--- config.mk ---
export PLATFORM = sky130hd
export DESIGN_NAME = time_set_ctrl
export DESIGN_NICKNAME = d
export VERILOG_FILES = /design/src/rtl/time_set_ctrl.sv
export SDC_FILE = /design/constraint.sdc
export NUM_CORES = 1
export LEC_CHECK = 0
export CAP_MARGIN = 20
export CELL_PAD_IN_SITES_DETAIL_PLACEMENT = 2
export CELL_PAD_IN_SITES_GLOBAL_PLACEMENT = 2
export CORE_ASPECT_RATIO = 1.75
export CORE_MARGIN = 2
export CORE_UTILIZATION = 40
export CTS_BUF_LIST = sky130_fd_sc_hd__clkbuf_16
export DETAILED_ROUTE_END_ITERATION = 10
export PLACE_DENSITY = 0.9
export SLEW_MARGIN = 20
export SYNTH_ARGS = -nofsm -noshare
export SYNTH_HDL_FRONTEND = slang
export SYNTH_SLANG_ARGS = --single-unit
--- constraint.sdc ---
create_clock -name clk -period 4.2 [get_ports clk]
set_clock_uncertainty 0.05 [all_clocks]
set_input_delay 0.84 -clock clk [delete_from_list [all_inputs] [get_ports clk]]
set_output_delay 0.84 -clock clk [all_outputs]
set_load 0.1 [all_outputs]
--- src/rtl/time_set_ctrl.sv ---
// Front-panel time-setting controller: debounces the mode/inc/dec buttons,
// walks through hour/minute/second edit modes on editable shadow copies of
// the time, and issues a single-cycle load strobe to all three counters on
// commit. Counting is gated off whenever an edit is in progress.
module time_set_ctrl #(
    parameter int unsigned DEB_CYCLES     = 500000,
    parameter int unsigned TIMEOUT_CYCLES = 500000000
) (
    input  logic       clk,
    input  logic       rst_n,
    input  logic       key_mode_n,
    input  logic       key_inc_n,
    input  logic       key_dec_n,
    input  logic [7:0] cur_hour,
    input  logic [7:0] cur_min,
    input  logic [7:0] cur_sec,
    output logic [7:0] s_hour,
    output logic [7:0] s_min,
    output logic [7:0] s_sec,
    output logic       set_hour,
    output logic       set_min,
    output logic       set_sec,
    output logic       run_ena,
    output logic [1:0] edit_field
);

    localparam int DW = (DEB_CYCLES > 2) ? $clog2(DEB_CYCLES) : 1;
    localparam int TW = (TIMEOUT_CYCLES > 2) ? $clog2(TIMEOUT_CYCLES) : 1;
    localparam logic [DW-1:0] DEB_LAST = DW'(DEB_CYCLES - 32'd1);
    localparam logic [DW-1:0] DEB_ONE  = DW'(1'b1);
    localparam logic [TW-1:0] TMO_LAST = TW'(TIMEOUT_CYCLES - 32'd1);
    localparam logic [TW-1:0] TMO_ONE  = TW'(1'b1);
    localparam logic [7:0]    HOUR_MAX = 8'd23;
    localparam logic [7:0]    MS_MAX   = 8'd59;

    typedef enum logic [2:0] {
        ST_RUN    = 3'd0,
        ST_EDIT_H = 3'd1,
        ST_EDIT_M = 3'd2,
        ST_EDIT_S = 3'd3,
        ST_COMMIT = 3'd4
    } state_t;

    // Increment with wrap from the field maximum back to zero.
    function automatic logic [7:0] wrap_inc(input logic [7:0] v, input logic [7:0] max_v);
        return (v >= max_v) ? 8'd0 : (v + 8'd1);
    endfunction

    // Decrement with wrap from zero up to the field maximum.
    function automatic logic [7:0] wrap_dec(input logic [7:0] v, input logic [7:0] max_v);
        return (v == 8'd0) ? max_v : (v - 8'd1);
    endfunction

    // Out-of-range live values are loaded as zero so the shadow is always legal.
    function automatic logic [7:0] clamp_cap(input logic [7:0] v, input logic [7:0] max_v);
        return (v > max_v) ? 8'd0 : v;
    endfunction

    // Key vector order: bit 0 = mode, bit 1 = inc, bit 2 = dec.
    logic [2:0]    key_raw_s;
    logic [2:0]    sync1_r, sync2_r, deb_r, press_r;
    logic [DW-1:0] deb_cnt_r [3];

    assign key_raw_s = {key_dec_n, key_inc_n, key_mode_n};

    // Two-flop synchronizer, debounce counter and press-edge pulse per key.
    always_ff @(posedge clk or negedge rst_n) begin
        if (!rst_n) begin
            sync1_r <= 3'b111;
            sync2_r <= 3'b111;
            deb_r   <= 3'b111;
            press_r <= 3'b000;
            for (int k = 0; k < 3; k++) deb_cnt_r[k] <= {DW{1'b0}};
        end else begin
            sync1_r <= key_raw_s;
            sync2_r <= sync1_r;
            for (int k = 0; k < 3; k++) begin
                if (sync2_r[k] == deb_r[k]) begin
                    deb_cnt_r[k] <= {DW{1'b0}};
                    press_r[k]   <= 1'b0;
                end else if (deb_cnt_r[k] == DEB_LAST) begin
                    deb_r[k]     <= sync2_r[k];
                    deb_cnt_r[k] <= {DW{1'b0}};
                    press_r[k]   <= ~sync2_r[k];
                end else begin
                    deb_cnt_r[k] <= deb_cnt_r[k] + DEB_ONE;
                    press_r[k]   <= 1'b0;
                end
            end
        end
    end

    state_t        state_r, state_nxt_s;
    logic [TW-1:0] tmo_r, tmo_nxt_s;
    logic [7:0]    s_hour_r, s_min_r, s_sec_r;
    logic [7:0]    hour_nxt_s, min_nxt_s, sec_nxt_s;
    logic          set_r, set_nxt_s, run_ena_r, run_ena_nxt_s;
    logic [1:0]    field_r, field_nxt_s;
    logic          mode_p_s, inc_p_s, dec_p_s;

    assign mode_p_s = press_r[0];
    assign inc_p_s  = press_r[1];
    assign dec_p_s  = press_r[2];

    // Next-state, timeout, shadow arithmetic and next output values.
    always_comb begin
        state_nxt_s = state_r;
        tmo_nxt_s   = tmo_r;
        hour_nxt_s  = s_hour_r;
        min_nxt_s   = s_min_r;
        sec_nxt_s   = s_sec_r;
        case (state_r)
            ST_RUN: begin
                tmo_nxt_s = {TW{1'b0}};
                if (mode_p_s) begin
                    hour_nxt_s  = clamp_cap(cur_hour, HOUR_MAX);
                    min_nxt_s   = clamp_cap(cur_min, MS_MAX);
                    sec_nxt_s   = clamp_cap(cur_sec, MS_MAX);
                    state_nxt_s = ST_EDIT_H;
                end else begin
                    state_nxt_s = ST_RUN;
                end
            end
            ST_EDIT_H, ST_EDIT_M, ST_EDIT_S: begin
                if (mode_p_s || inc_p_s || dec_p_s) begin
                    tmo_nxt_s = {TW{1'b0}};
                end else if (tmo_r == TMO_LAST) begin
                    tmo_nxt_s   = {TW{1'b0}};
                    state_nxt_s = ST_RUN;
                end else begin
                    tmo_nxt_s = tmo_r + TMO_ONE;
                end
                // Mode has priority; inc together with dec cancels out.
                if (mode_p_s) begin
                    case (state_r)
                        ST_EDIT_H: state_nxt_s = ST_EDIT_M;
                        ST_EDIT_M: state_nxt_s = ST_EDIT_S;
                        default:   state_nxt_s = ST_COMMIT;
                    endcase
                end else if (inc_p_s && !dec_p_s) begin
                    case (state_r)
                        ST_EDIT_H: hour_nxt_s = wrap_inc(s_hour_r, HOUR_MAX);
                        ST_EDIT_M: min_nxt_s  = wrap_inc(s_min_r, MS_MAX);
                        default:   sec_nxt_s  = wrap_inc(s_sec_r, MS_MAX);
                    endcase
                end else if (dec_p_s && !inc_p_s) begin
                    case (state_r)
                        ST_EDIT_H: hour_nxt_s = wrap_dec(s_hour_r, HOUR_MAX);
                        ST_EDIT_M: min_nxt_s  = wrap_dec(s_min_r, MS_MAX);
                        default:   sec_nxt_s  = wrap_dec(s_sec_r, MS_MAX);
                    endcase
                end else begin
                    hour_nxt_s = s_hour_r;
                end
            end
            ST_COMMIT: begin
                tmo_nxt_s   = {TW{1'b0}};
                state_nxt_s = ST_RUN;
            end
            default: begin
                tmo_nxt_s   = {TW{1'b0}};
                state_nxt_s = ST_RUN;
            end
        endcase

        set_nxt_s     = (state_nxt_s == ST_COMMIT);
        run_ena_nxt_s = (state_nxt_s == ST_RUN);
        case (state_nxt_s)
            ST_EDIT_H: field_nxt_s = 2'd1;
            ST_EDIT_M: field_nxt_s = 2'd2;
            ST_EDIT_S: field_nxt_s = 2'd3;
            default:   field_nxt_s = 2'd0;
        endcase
    end

    // State, timeout counter, shadows and registered outputs.
    always_ff @(posedge clk or negedge rst_n) begin
        if (!rst_n) begin
            state_r   <= ST_RUN;
            tmo_r     <= {TW{1'b0}};
            s_hour_r  <= 8'd0;
            s_min_r   <= 8'd0;
            s_sec_r   <= 8'd0;
            set_r     <= 1'b0;
            run_ena_r <= 1'b1;
            field_r   <= 2'd0;
        end else begin
            state_r   <= state_nxt_s;
            tmo_r     <= tmo_nxt_s;
            s_hour_r  <= hour_nxt_s;
            s_min_r   <= min_nxt_s;
            s_sec_r   <= sec_nxt_s;
            set_r     <= set_nxt_s;
            run_ena_r <= run_ena_nxt_s;
            field_r   <= field_nxt_s;
        end
    end

    assign s_hour     = s_hour_r;
    assign s_min      = s_min_r;
    assign s_sec      = s_sec_r;
    assign set_hour   = set_r;
    assign set_min    = set_r;
    assign set_sec    = set_r;
    assign run_ena    = run_ena_r;
    assign edit_field = field_r;

endmodule

==> reports/qor.yml, run 1 <==
drcViolationCount: 0
crit_path_top_delay_cell: "clkdlybuf4s50_1"
power_frac_comb: 0.037
crit_type: "reg -> out"
dieArea_um2: 18970
root_buffer: "clkbuf_16"
worstReg2RegEnd: "s_min[4]"
synth_cells: 784
wl_mm: 25.43
fin_nets: 878
ys_types: 62
grt_setup_unrepaired: "false"
start_kind: "flop"
vias_per_cell: 5.977
antennaDiodeCount: 0
drive_above_1_share: 0.08383
grt_pass1_wl_mm: 41.30
routabilityCongestion: 0.8372
cts_hold_buf: 0
floorplan.initialDensity: 0.4088
synth_edf_count: 0
path_clk_slew_ns: 0.06
synth_most_common_cell: "dfrtp_1"
hold_ws_ns: 0.3056
vias: 6443
relSlewSlack: 0.2992
cts_htree_levels: 4
whs_endpoint: "sync2_r[1]"
rrSetupSlack_ns: 1.46
clkPwrFrac: 0.553
p_int_mw: 2.408
slew_viol_final: 0
setup_tns_ns: 0
ys_warn_count: 0
drt_iter0_markers: 234
antenna_found_initial: 0
detail_route.wl_per_cell_um: 23.59
cts_tree: "done"
detail-route-antenna-nets: 0
clock-sinks: 129
die_height_um: 180.7
synthesis.nets: 828
die_x_um: 105.0
slowest_delay_ns: 1.22
cts_resized: 0
powerDensity_nw_per_um2: 361.3
whs_path_depth: 0
power_frac_seq: 0.411
hold_class: "reg -> reg"
max_freq_ghz: 0.3167
synth_area_um2: 7136
max-cap-violations: 0
syn_to_final_growth_pct: 20.01
synth_seq_area_share: 0.4541
ir_drop_uv: 289.2
path_max_fanout: 14
worst-path-buf-inv: 1
post_cts_buffers: 0
synth.area.top_cells: "dfrtp_1 42%, nor2_1 6.0%, xnor2_1 5.9%"
grt_pass1_vias: 7554
io_pins: 59
yosys.area.top_type: "dfrtp_1"
synth_ff_type: "dfrtp_1"
syn_area_per_cell_um2: 9.102
synth_top_area_share: 0.4173
hold_violations: 0
p_leak_nw: 3.337
finalSetupViolCount: 0
clock_latency_ns: 0.43
status: "completed"
power.total_mw: 3.094
worstPathCellList: "clkdlybuf4s50_1"
worstPathArrival_ns: 2.27
grt-ovfl-total: 0
synth_commonest_cells: "119 x dfrtp_1, 115 x nor2_1, 54 x nand2_1, 52 x nand3_1, 48 x xnor2_1"
cp_top_family: "buffers and inverters"
switching_power_uw: 685.5
period_minus_slack_ns: 3.158
min_from: "sync1_r[1]"
row_count: 64
end_kind: "primary output"
grt_max_degree: 76
cts_made_buffers: 17
dp_hpwl_mm: 16.08
fin_crit_sh: 0.7518
cts_buffer_depth: 2
core_um2: 17460
dr.pass1.iters: 4
grt_usage: 0.2775
switching_share: 0.2216
cp.required_ns: 3.31
r2r_cells: 6
fillers: 1871
synth-seq-cells: 129
ys_async_sr_fraction: 1.000
worst_pin_slew_ns: 1.048
io_buffers: 58
reg2reg_from: "press_r[1]"
## layout make-up
cell class                 instances  area, um2  share of cell area
multi-input combinational        596       3645              0.4256
sequential                       129       3241              0.3784
timing repair buffer              61      613.1             0.07160
clock buffer                      17      425.4             0.04968
tap                              231      289.0             0.03375
clock inverter                    15      241.5             0.02820
inverter                          29      108.9             0.01271
## registers in the layout (all words and copies together) (netlist names)
| register | flops |
|---|---|
| run_ena | 1 |
| s_min | 8 |
| s_hour | 8 |
| s_sec | 8 |
| deb_cnt_r | 57 |
| press_r | 3 |
| tmo_r | 29 |
| edit_field | 2 |
| deb_r | 3 |
| sync1_r | 3 |
| set_hour | 1 |
| sync2_r | 3 |
| state_r | 3 |
## placed cells by master (no fill, tap or decap), types with 19 or more instances in the layout
master and n:
o21ai_0 26, nor3_1 33, nand3_1 52, dfrtp_1 119, nand2_1 54, nand4_1 19, xnor2_1 48, nor2_1 115
a21oi_1 31, xor2_1 32, clkdlybuf4s50_1 57, inv_1 30
## power groups by stage
stage | Combinational, mW | Sequential (mW) | Clock (mW)
final | 0.113 | 1.27 | 1.71
after global routing | 0.125 | 1.27 | 1.78
after CTS | 0.114 | 1.27 | 1.74
after detailed placement | 0.112 | 1.29 | 0
after global placement | 0.106 | 1.29 | 0
after floorplan | 0.0344 | 1.30 | 0
## routing by layer
layer / vias to the layer above / GRT usage / wire length (um)
met5: - / 0 / 0
met4: 0 / 0.1467 / 1063
met3: 82 / 0.04340 / 679
met2: 170 / 0.5358 / 14620
met1: 3316 / 0.2781 / 9064
li1: 2875 / - / -
## kinds of logic (layout without fill, tap and decap cells)
family / after synthesis / count (layout) / share of synthesized area
buffers and inverters: 59 / 122 / 0.03612
XOR/XNOR: 80 / 80 / 0.09819
adder cells (fa/ha/maj): 15 / 15 / 0.02630
AO/OA/AOI/OAI: 121 / 121 / 0.1099
AND/OR/NAND/NOR: 376 / 376 / 0.2692
flip-flops: 129 / 129 / 0.4541
multiplexers: 4 / 4 / 0.006137
## per-stage QoR
| stage | std cells | setup WS [ns] | utilization | instance area, um2 |
|---|---|---|---|---|
| detailed placement | 1046 | 0.9746 | 0.4519 | 7889 |
| global route | 1078 | 0.9635 | 0.4905 | 8563 |
| floorplan | 784 | 1.616 | - | 7136 |
| CTS | 1078 | 1.033 | 0.4901 | 8556 |
| finish | 1078 | 1.042 | 0.4905 | 8563 |
| global placement | 1046 | 1.227 | 0.4519 | 7889 |
## how the worst max path moves through the flow
| stage | depth (start not counted) | end | from | slack, ns |
|---|---|---|---|---|
| after floorplan | 7 | s_hour[5] | s_hour[0] | 1.62 |
| after global placement | 6 | s_hour[3] | cur_hour[3] | 1.23 |
| after detailed placement | 6 | s_hour[3] | cur_hour[3] | 0.97 |
| after CTS | 1 | s_sec[2] | s_sec[2] | 1.03 |
| after global routing | 1 | s_sec[3] | s_sec[3] | 0.96 |
| final | 1 | s_sec[3] | s_sec[3] | 1.04 |
(Power assumes the default switching activity.)
==> inputs of run 2 (changes only) <==
--- a/config.mk
+++ b/config.mk
@@ -10,10 +10,10 @@
 export CELL_PAD_IN_SITES_GLOBAL_PLACEMENT = 2
 export CORE_ASPECT_RATIO = 1.75
 export CORE_MARGIN = 2
-export CORE_UTILIZATION = 40
+export CORE_UTILIZATION = 33
 export CTS_BUF_LIST = sky130_fd_sc_hd__clkbuf_16
 export DETAILED_ROUTE_END_ITERATION = 10
-export PLACE_DENSITY = 0.9
+export PLACE_DENSITY = 0.8
 export SLEW_MARGIN = 20
 export SYNTH_ARGS = -nofsm -noshare
 export SYNTH_HDL_FRONTEND = slang
==> constraint.sdc (replaced) <==
create_clock -name clk -period 2.5 [get_ports clk]
set_clock_uncertainty 0.05 [all_clocks]
set_input_delay 0.5 -clock clk [delete_from_list [all_inputs] [get_ports clk]]
set_output_delay 0.5 -clock clk [all_outputs]
set_load 0.1 [all_outputs]
==> run 2 against run 1 <==
Hold slack got worse by 0.30 ns. Via count fell by 2.4%. Combinational power rose by 73%. Sequential power rose by 68%. Critical path type is now reg -> reg. Critical endpoint is now s_hour[7]. Highest routed layer unchanged.
==> reports/qor.yml, run 2 (synthesis results as in run 1) <==
status: "completed"
dp.cells: 1104  # +5.5%
powerDensity_nw_per_um2: 548.0  # +52%
grt_usage: 0.2045  # -0.07292
largest-register: "deb_cnt_r"
cts_buffer_depth: 2  # unchanged
grt_pass1_vias: 7198  # -4.7%
post_cts_buffers: 0  # unchanged
biggestRegsByFlops: "deb_cnt_r (57), tmo_r (29)"
instances_no_fill: 1136  # +5.4%
syn_to_final_growth_pct: 22.01
clock-sinks: 129  # unchanged
grt_max_degree: 62  # -18%
antenna_found_initial: 0  # unchanged
die_x_um: 115.2  # +9.7%
setup_tns_ns: 0  # unchanged
relSlewSlack: 0.5945  # +0.2953
routabilityCongestion: 0.7891  # -5.7%
grt_setup_unrepaired: "false"
cts_made_buffers: 17  # unchanged
cts_hold_buf: 0  # unchanged
end_kind: "flop"
slowest_delay_ns: 0.63  # -0.59 ns
clock_latency_ns: 0.44  # about the same
largest_reg_flops: 57  # unchanged
row_count: 71  # +11%
fin_ws_ns: 0.1592  # -0.8831 ns
hold_class: "in -> async"
core_um2: 21320  # +22%
grt_pass1_wl_mm: 36.91  # -11%
dr.pass1.iters: 4  # unchanged
dieArea_um2: 22860  # +21%
grt-ovfl-total: 0  # unchanged
layout_common_cells: "117 x dfrtp_1, 115 x nor2_1, 64 x buf_4"
io_buffers: 58  # unchanged
die_height_um: 198.5  # +9.9%
detail_route.wl_per_cell_um: 19.04  # -19%
path_clk_slew_ns: 0.06  # about the same
cts_tree: "done"
slew_viol_final: 0  # unchanged
worst-path-buf-inv: 1  # unchanged
period_minus_slack_ns: 2.341
hold_violations: 0  # unchanged
crit_type: "reg -> reg"
finalSetupViolCount: 0  # unchanged
vias_per_cell: 5.536  # -7.4%
wl_mm: 21.64  # -15%
max-cap-violations: 0  # unchanged
vias: 6289  # -2.4%
cts_htree_levels: 4  # unchanged
ir_drop_uv: 403.0  # +39%
fillers: 2340  # +25%
root_buffer: "clkbuf_16"
drt_iter0_markers: 256  # +9.4%
antennaDiodeCount: 0  # unchanged
cp_top_family: "compound AO/OA/AOI/OAI gates"
fin_crit_sh: 0.9363
cp.required_ns: 2.76  # -0.55 ns
drcViolationCount: 0  # unchanged
start_kind: "flop"
fin_nets: 912  # +3.9%
detail-route-antenna-nets: 0  # unchanged
floorplan.initialDensity: 0.3347  # -0.07408
layout_commonest_cell: "dfrtp_1"
max_freq_ghz: 0.4272
dp_hpwl_mm: 15.66  # -2.6%
io_pins: 59  # unchanged
r2r_cells: 7  # +1
crit_path_top_delay_cell: "or4b_2"
cp_num_cells: 7  # +6
worst_pin_slew_ns: 0.6083  # -0.4397 ns
worstPathCellList: "inv_1, ha_1, or4b_2, o211ai_1, a21oi_1, o21ai_0, o41ai_1"
p_leak_nw: 3.508  # +5.1%
place_ws_ns: 0.1052  # -0.8694 ns
path_max_fanout: 8  # -6
drive_above_1_share: 0.1578  # +0.07395
worstPathArrival_ns: 2.60  # +0.33 ns
[run 2: changes by cell type in the layout (fill, tap and decap cells not counted), sizes merged]
| cell | change |
|---|---|
| buf | +64 |
| clkdlybuf4s50 | -30 |
| bufinv | -5 |
| inv | +5 |
[run 2: cell type report]
type | count | area, um2 | area share
Sequential cell | 129 | 3243 | 0.3725
Inverter | 29 | 108.9 | 0.01250
Clock inverter | 15 | 148.9 | 0.01710
Timing Repair Buffer | 95 | 822.0 | 0.09442
Multi-Input combinational cell | 596 | 3638 | 0.4179
Tap cell | 255 | 319.1 | 0.03665
Clock buffer | 17 | 425.4 | 0.04886
[run 2: worst register-to-register path, cell delays in order (launching register included)]
cell	delay, ns
dfrtp_2	0.46
inv_1	0.14
ha_1	0.21
or4b_2	0.63
o211ai_1	0.39
a21oi_1	0.07
o21ai_0	0.17
o41ai_1	0.09
[run 2: layer usage]
metal | vias up | GRT usage | share of wire
met4 | 0 | 0.06738 | 0.018
met2 | 86 | 0.4078 | 0.60
met3 | 30 | 0.03352 | 0.018
met5 | - | 0 | 0
li1 | 2956 | - | -
met1 | 3217 | 0.2093 | 0.37
[run 2: worst paths after layout]
path,endpoint,slack [ns],from
max,s_hour[7],0.16,s_hour[0]
max in group asynchronous,sync2_r[1],1.71,rst_n
min,s_min[0],0.009,rst_n
min in group clk,sync2_r[1],0.31,sync1_r[1]
max reg2reg,s_hour[7],0.16,s_hour[0]
min reg2reg,sync2_r[1],0.31,sync1_r[1]
[run 2: through the flow]
stage,instance area [um2],total power [mW],util,hold WS (ns)
2_1_floorplan,7138,2.235,-,0.1544
3_3_place_gp,8130,2.361,0.3813,0.2965
3_5_place_dp,8130,2.369,0.3813,0.2975
4_1_cts,8705,4.848,0.4083,0.02896
5_1_grt,8706,4.955,0.4083,0.05105
6_report,8706,4.771,0.4083,0.009135
[run 2: what timing repair did]
action                     4_1_cts  5_1_grt
resized for setup                0        1
hold endpoints to repair         0        0
setup endpoints to repair        0        1
[run 2: power by group]
part / internal (mW) / leakage (nW) / total [mW] / switching [mW]
Combinational: 0.0774 / 1.52 / 0.195 / 0.117
Sequential: 2.11 / 1.71 / 2.13 / 0.0195
Clock: 1.39 / 0.272 / 2.45 / 1.06
